File: src/rtl/sum_bcd_display_pkg.sv
// Shared definitions for the sum_bcd_display block.
//   - Active-low 7-segment patterns (seg[6:0] = g,f,e,d,c,b,a) for the
//     digits 0..9, a dash (overflow) and blank (all segments off).
//   - DEC_MAX: the largest value that fits in two decimal digits.
//   - FSM state encoding used by the converter.
package sum_bcd_display_pkg;

  localparam logic [7:0] DEC_MAX = 8'd99;

  localparam logic [6:0] SEG_0     = 7'h40;
  localparam logic [6:0] SEG_1     = 7'h79;
  localparam logic [6:0] SEG_2     = 7'h24;
  localparam logic [6:0] SEG_3     = 7'h30;
  localparam logic [6:0] SEG_4     = 7'h19;
  localparam logic [6:0] SEG_5     = 7'h12;
  localparam logic [6:0] SEG_6     = 7'h02;
  localparam logic [6:0] SEG_7     = 7'h78;
  localparam logic [6:0] SEG_8     = 7'h00;
  localparam logic [6:0] SEG_9     = 7'h10;
  localparam logic [6:0] SEG_DASH  = 7'h3F;
  localparam logic [6:0] SEG_BLANK = 7'h7F;

  typedef enum logic [1:0] {
    ST_IDLE    = 2'd0,
    ST_CONVERT = 2'd1,
    ST_DONE    = 2'd2
  } state_e;

endpackage

File: src/rtl/sum_bcd_display_bcd_to_7seg.sv
// Combinational BCD nibble to active-low 7-segment decoder.
// Ports:
//   nibble - BCD digit 0..9; 4'hF is the overflow marker (dash),
//            4'hA..4'hE never occur and are shown blank
//   blank  - force all segments off (leading-zero blanking)
//   seg    - active-low pattern, seg[6:0] = g,f,e,d,c,b,a
module bcd_to_7seg
  import sum_bcd_display_pkg::*;
(
  input  logic [3:0] nibble,
  input  logic       blank,
  output logic [6:0] seg
);

  always_comb begin
    seg = SEG_BLANK;
    if (!blank) begin
      case (nibble)
        4'd0:    seg = SEG_0;
        4'd1:    seg = SEG_1;
        4'd2:    seg = SEG_2;
        4'd3:    seg = SEG_3;
        4'd4:    seg = SEG_4;
        4'd5:    seg = SEG_5;
        4'd6:    seg = SEG_6;
        4'd7:    seg = SEG_7;
        4'd8:    seg = SEG_8;
        4'd9:    seg = SEG_9;
        4'hF:    seg = SEG_DASH;
        default: seg = SEG_BLANK;
      endcase
    end
  end

endmodule

File: src/rtl/sum_bcd_display.sv
// Binary sum (0..255) to two-digit BCD with a multiplexed 7-seg display.
// A load in IDLE starts an 8-cycle shift-add-3 conversion; the result
// (or a dash pair on overflow) is published with a one-cycle done pulse.
// Handshake: load is honoured only in IDLE; busy is high for the 8
// conversion cycles, and done pulses for one cycle with tens/units/ovf
// already holding the new result. Loads seen while busy or during the done
// cycle are dropped, never queued.
// Ports:
//   clk, reset        - clock, synchronous active-high reset
//   soma, load        - value to convert and its one-cycle request
//   busy, done        - conversion in progress / result-updated pulse
//   ovf, tens, units  - last result; digits are 4'hF when ovf=1
//   seg, an           - active-low segments and digit enables
//                       (an[0] = units, an[1] = tens)
//   state_dbg         - current FSM state
module sum_bcd_display
  import sum_bcd_display_pkg::*;
#(
  parameter int REFRESH_DIV = 50000,
  parameter bit BLANK_LZ    = 1'b0
) (
  input  logic       clk,
  input  logic       reset,
  input  logic [7:0] soma,
  input  logic       load,
  output logic       busy,
  output logic       done,
  output logic       ovf,
  output logic [3:0] tens,
  output logic [3:0] units,
  output logic [6:0] seg,
  output logic [1:0] an,
  output logic [1:0] state_dbg
);

  localparam int RW = (REFRESH_DIV > 2) ? $clog2(REFRESH_DIV) : 1;

  state_e        state_q, state_d;
  logic [7:0]    shift_q, shift_d;
  logic [11:0]   bcd_q, bcd_d;
  logic [11:0]   adj;
  logic [2:0]    iter_q, iter_d;
  logic          ovf_pend_q, ovf_pend_d;
  logic          busy_q, busy_d;
  logic          done_q, done_d;
  logic          ovf_q, ovf_d;
  logic [3:0]    tens_q, tens_d;
  logic [3:0]    units_q, units_d;
  logic [RW-1:0] refresh_q, refresh_d;
  logic [1:0]    an_q, an_d;
  logic [6:0]    seg_q, seg_d;
  logic          wrap;
  logic          sel_tens;
  logic [3:0]    sel_nibble;
  logic          sel_blank;
  logic [6:0]    sel_pattern;

  // State register
  always_ff @(posedge clk) begin
    if (reset) state_q <= ST_IDLE;
    else       state_q <= state_d;
  end

  // Next-state logic
  always_comb begin
    state_d = state_q;
    case (state_q)
      ST_IDLE:    if (load) state_d = ST_CONVERT;
      ST_CONVERT: if (iter_q == 3'd7) state_d = ST_DONE;
      ST_DONE:    state_d = ST_IDLE;
      default:    state_d = ST_IDLE;
    endcase
  end

  // Output logic: registered one stage so busy covers the 8 shift cycles
  // and done lines up with the freshly written digits.
  always_comb begin
    busy_d = (state_q == ST_CONVERT);
    done_d = (state_q == ST_DONE);
  end

  // Double-dabble datapath and result capture
  always_comb begin
    shift_d    = shift_q;
    bcd_d      = bcd_q;
    iter_d     = iter_q;
    ovf_pend_d = ovf_pend_q;
    tens_d     = tens_q;
    units_d    = units_q;
    ovf_d      = ovf_q;
    adj        = bcd_q;
    case (state_q)
      ST_IDLE: begin
        if (load) begin
          shift_d    = soma;
          bcd_d      = '0;
          iter_d     = '0;
          ovf_pend_d = (soma > DEC_MAX);
        end
      end
      ST_CONVERT: begin
        // Three nibbles so values up to 255 never overflow the accumulator.
        for (int n = 0; n < 3; n++) begin
          if (adj[n*4 +: 4] >= 4'd5) adj[n*4 +: 4] = adj[n*4 +: 4] + 4'd3;
        end
        {bcd_d, shift_d} = {adj, shift_q} << 1;
        iter_d = iter_q + 3'd1;
      end
      ST_DONE: begin
        ovf_d   = ovf_pend_q;
        tens_d  = ovf_pend_q ? 4'hF : bcd_q[7:4];
        units_d = ovf_pend_q ? 4'hF : bcd_q[3:0];
      end
      default: ;
    endcase
  end

  // Display scan: seg and an advance together on each refresh wrap.
  assign wrap       = (refresh_q == RW'(REFRESH_DIV - 1));
  assign sel_tens   = (an_q == 2'b10);  // units shown now, tens next
  assign sel_nibble = sel_tens ? tens_q : units_q;
  assign sel_blank  = sel_tens && BLANK_LZ && (tens_q == 4'd0) && !ovf_q;

  bcd_to_7seg u_dec (
    .nibble (sel_nibble),
    .blank  (sel_blank),
    .seg    (sel_pattern)
  );

  always_comb begin
    refresh_d = wrap ? '0 : refresh_q + RW'(1);
    an_d      = wrap ? ~an_q : an_q;
    seg_d     = wrap ? sel_pattern : seg_q;
  end

  always_ff @(posedge clk) begin
    if (reset) begin
      shift_q    <= '0;
      bcd_q      <= '0;
      iter_q     <= '0;
      ovf_pend_q <= 1'b0;
      busy_q     <= 1'b0;
      done_q     <= 1'b0;
      ovf_q      <= 1'b0;
      tens_q     <= '0;
      units_q    <= '0;
      refresh_q  <= '0;
      an_q       <= 2'b10;
      seg_q      <= SEG_0;
    end else begin
      shift_q    <= shift_d;
      bcd_q      <= bcd_d;
      iter_q     <= iter_d;
      ovf_pend_q <= ovf_pend_d;
      busy_q     <= busy_d;
      done_q     <= done_d;
      ovf_q      <= ovf_d;
      tens_q     <= tens_d;
      units_q    <= units_d;
      refresh_q  <= refresh_d;
      an_q       <= an_d;
      seg_q      <= seg_d;
    end
  end

  assign busy      = busy_q;
  assign done      = done_q;
  assign ovf       = ovf_q;
  assign tens      = tens_q;
  assign units     = units_q;
  assign seg       = seg_q;
  assign an        = an_q;
  assign state_dbg = state_q;

endmodule

File: config.mk
export PLATFORM = sky130hd
export DESIGN_NAME = sum_bcd_display
export DESIGN_NICKNAME = d
export VERILOG_FILES = /design/src/rtl/sum_bcd_display_pkg.sv /design/src/rtl/sum_bcd_display_bcd_to_7seg.sv /design/src/rtl/sum_bcd_display.sv
export SDC_FILE = /design/constraint.sdc
export NUM_CORES = 1
export LEC_CHECK = 0
export ABC_AREA = 0
export BUFFER_PORTS_ARGS = -buffer_cell sky130_fd_sc_hd__buf_4
export CAP_MARGIN = 20
export CORE_MARGIN = 8
export CORE_UTILIZATION = 47
export CTS_BUF_LIST = sky130_fd_sc_hd__clkbuf_4 sky130_fd_sc_hd__clkbuf_8 sky130_fd_sc_hd__clkbuf_16
export CTS_CLUSTER_DIAMETER = 80
export DETAILED_ROUTE_END_ITERATION = 6
export MAX_ROUTING_LAYER = met4
export PLACE_DENSITY = 0.75
export SLEW_MARGIN = 20
export SYNTH_ARGS = -nofsm -noshare
export SYNTH_HDL_FRONTEND = slang
export SYNTH_SLANG_ARGS = --single-unit
File: constraint.sdc
create_clock -name clk -period 1.5 [get_ports clk]
set_input_delay 0.225 -clock clk [delete_from_list [all_inputs] [get_ports clk]]
set_output_delay 0.225 -clock clk [all_outputs]
set_load 0.005 [all_outputs]
==> impl_metrics.toml <==
[clock_network]
clock_latency_ns = 0.34
cts.sinks = 58
path_clk_slew_ns = 0.07
cts_tree = "built"
clock_path_buffers = 2
htreeDepth = 3
cts-buffers-inserted = 9
ctsRootBufferMaster = "clkbuf_8"

[power_and_ir_drop]
p_leak_nw = 1.49
vdd_drop_max_uv = 558
power.total_mw = 3.27
p_per_area_nw_per_um2 = 903

[hold_path]
hold_class = "in -> reg"
holdPathStages = 2

[yosys]
syn_inst = 315
postSynthNetCount = 333
synthArstFlopShare = 0
synth_flop_cell = "dfxtp_1"
synth_edf_count = 0
ys_types = 44
seq_area_frac_synth = 0.419
ys_warn_count = 0
syn_area_per_cell_um2 = 8.79
synth_area_um2 = 2770
ys_ff_latch = 58

[worst_setup_path]
cp_slowest_cell = "dfxtp_2"
cp.depth = 5
cpLargestDelayFamily = "compound AO/OA/AOI/OAI gates"
cp_num_buf_inv = 1
max_stage_delay_ns = 0.34
worstPathArrival_ns = 1.77
path_max_fanout = 3
end_kind = "register"
ff2ff_setup_slack_ns = -0.009
startpoint_type = "register"
cp_cell_sequence = "buf_4 -> nand3b_1 -> o221a_4 -> nand3b_1 -> a211oi_2"
cp_data_required_time_ns = 1.76
cpMostUsedCell = "nand3b_1"
criticalPathCategory = "reg -> reg"
r2r_cells = 5

[timing]
post-route-period-util = 1.01
slew_headroom = 0.711
min_period_ns = 1.51
finalSetupViolations = 2
fin_worst_skew_ns = 0.00641
fin_ws_ns = -0.00888
final_hold_viol_count = 0
rsz0062_at_grt = "true"
final_max_slew_viol_count = 0
fmax_mhz = 663
worst_slew_pin_slew_ns = 0.433

[floorplan]
fp.dieW_um = 92.8
ios = 33
die_area_um2 = 8600
core_area_um2 = 5820
start_util = 0.476
num_rows = 28
die_h_um = 92.8

[routing]
viasPerCell = 5.37
drc_errors = 0
drt_iter0_drc = 99
wl_per_cell_um = 14.1
ant_nets = 0
first_pass_iters = 4
vias = 2437
wirelength_um = 6400

[global_route]
grt_pass1_vias = 2399
antenna_found_initial = 0
gr-total-overflow = 0
grt_pass1_wl_um = 10300
grt_usage = 0.150
grt_max_degree = 26

[finish]
layout_commonest_cell = "buf_4"
nNetsFinal = 392
layout_common_cells = "buf_4 (64), nor2_1 (58), dfxtp_1 (50)"
area_delta_synth_final_pct = 30.6
layout-drive-gt1-share = 0.311
fillCellCount = 492
antenna_cells = 0

[placement]
dp_hpwl_um = 4300
portBuffers = 32
place_ws_ns = -0.0277
place_congestion = 0.864

[flow_run]
max_cap_violations = 0

[outcome]
status = "complete, but fails checks"
violations = "negative setup slack"
## sequential cells by signal, summed over array words and instances (netlist names)
| signal | count |
|---|---|
| state_dbg | 2 |
| refresh_q | 16 |
| tens | 4 |
| units | 4 |
| an | 2 |
| shift_q | 8 |
| bcd_q | 8 |
| iter_q | 3 |
| ovf_pend_q | 1 |
| done | 1 |
| busy | 1 |
| ovf | 1 |
| seg | 7 |
## report_power, final
part           internal, mW  switching (mW)  total, mW  leakage [nW]
Clock                 0.848           0.626       1.47         0.105
Combinational        0.0919          0.0981      0.190         0.907
Sequential             1.57          0.0276       1.60         0.474
Total                  2.51           0.752       3.27          1.49
## worst register-to-register path: stages (launching register included)
cell      delay, ns
dfxtp_2        0.34
buf_4          0.15
nand3b_1       0.25
o221a_4        0.32
nand3b_1       0.18
a211oi_2       0.19
## cells in the mapped netlist, types with 2 or more instances
library cell / number / share of area
dfxtp_1: 58 / 0.42
or3_1: 3 / 0.0068
a211oi_2: 2 / 0.0090
and4_1: 2 / 0.0063
a31oi_1: 2 / 0.0045
nor3_1: 7 / 0.013
a21oi_1: 6 / 0.011
a22o_1: 9 / 0.028
a211oi_1: 18 / 0.049
inv_1: 6 / 0.0081
nand2_1: 14 / 0.019
clkbuf_1: 10 / 0.014
o21ai_0: 7 / 0.013
nand4_1: 5 / 0.011
xor2_1: 10 / 0.032
nand2b_1: 10 / 0.023
ha_1: 7 / 0.032
xnor2_1: 13 / 0.041
buf_2: 8 / 0.014
and3_1: 2 / 0.0045
nor4_1: 2 / 0.0045
nand3_1: 15 / 0.027
nand3b_1: 5 / 0.014
nor2_1: 62 / 0.084
nor2b_1: 4 / 0.0090
mux2i_1: 10 / 0.036
## cell type report
| class | count | area (µm²) | share of cell area |
|---|---|---|---|
| clock inverters | 5 | 52.6 | 0.0145 |
| clock buffers | 11 | 151 | 0.0419 |
| flip-flops and latches | 58 | 1170 | 0.325 |
| repair buffers | 69 | 537 | 0.148 |
| well taps | 75 | 93.8 | 0.0260 |
| multi-input cells | 230 | 1590 | 0.438 |
| inverters | 6 | 22.5 | 0.00623 |
## per-layer routing
metal	GRT usage	up-vias	wire, µm
met5	-	-	0
met4	0.0644	0	106
met3	0.0396	13	252
met2	0.262	48	3260
met1	0.157	1147	2790
li1	-	1229	-
## cell families (layout without fill, tap and decap cells)
group           after synthesis  count (layout)  share of synthesized area
xor+xnor                     23              23                     0.0728
simple gates                136             136                      0.241
buf+inv                      27              91                     0.0447
mux                          12              12                     0.0497
compound gates               52              52                      0.141
fa+ha+maj                     7               7                     0.0316
flops                        58              58                      0.419
## stage by stage
step           area (µm²)   TNS, ns  cells  utilization  hold WS [ns]
6_report             3620   -0.0124    454        0.622         0.166
5_1_grt              3620    -0.290    454        0.622         0.172
4_1_cts              3450  -0.00818    448        0.594         0.146
3_5_place_dp         3240   -0.0329    432        0.557         0.463
3_3_place_gp         3240         0    432        0.557         0.447
2_1_floorplan        2790   -0.0441    315            -         0.417
## path summary, 6_finish.rpt
check	from	endpoint
max	an[0]	seg[3]
min	reset	shift_q[1]
max reg2reg	an[0]	seg[3]
min reg2reg	seg[5]	seg[5]
## timing repair
item / CTS / global route
endpoints found under the hold margin: 0 / 0
gates resized for setup: 4 / 30
pin swaps: 0 / 11
hold buffers: 0 / 0
setup buffers: 0 / 6
endpoints found under the setup margin: 7 / 35
Power figures use the tool's default switching activity.
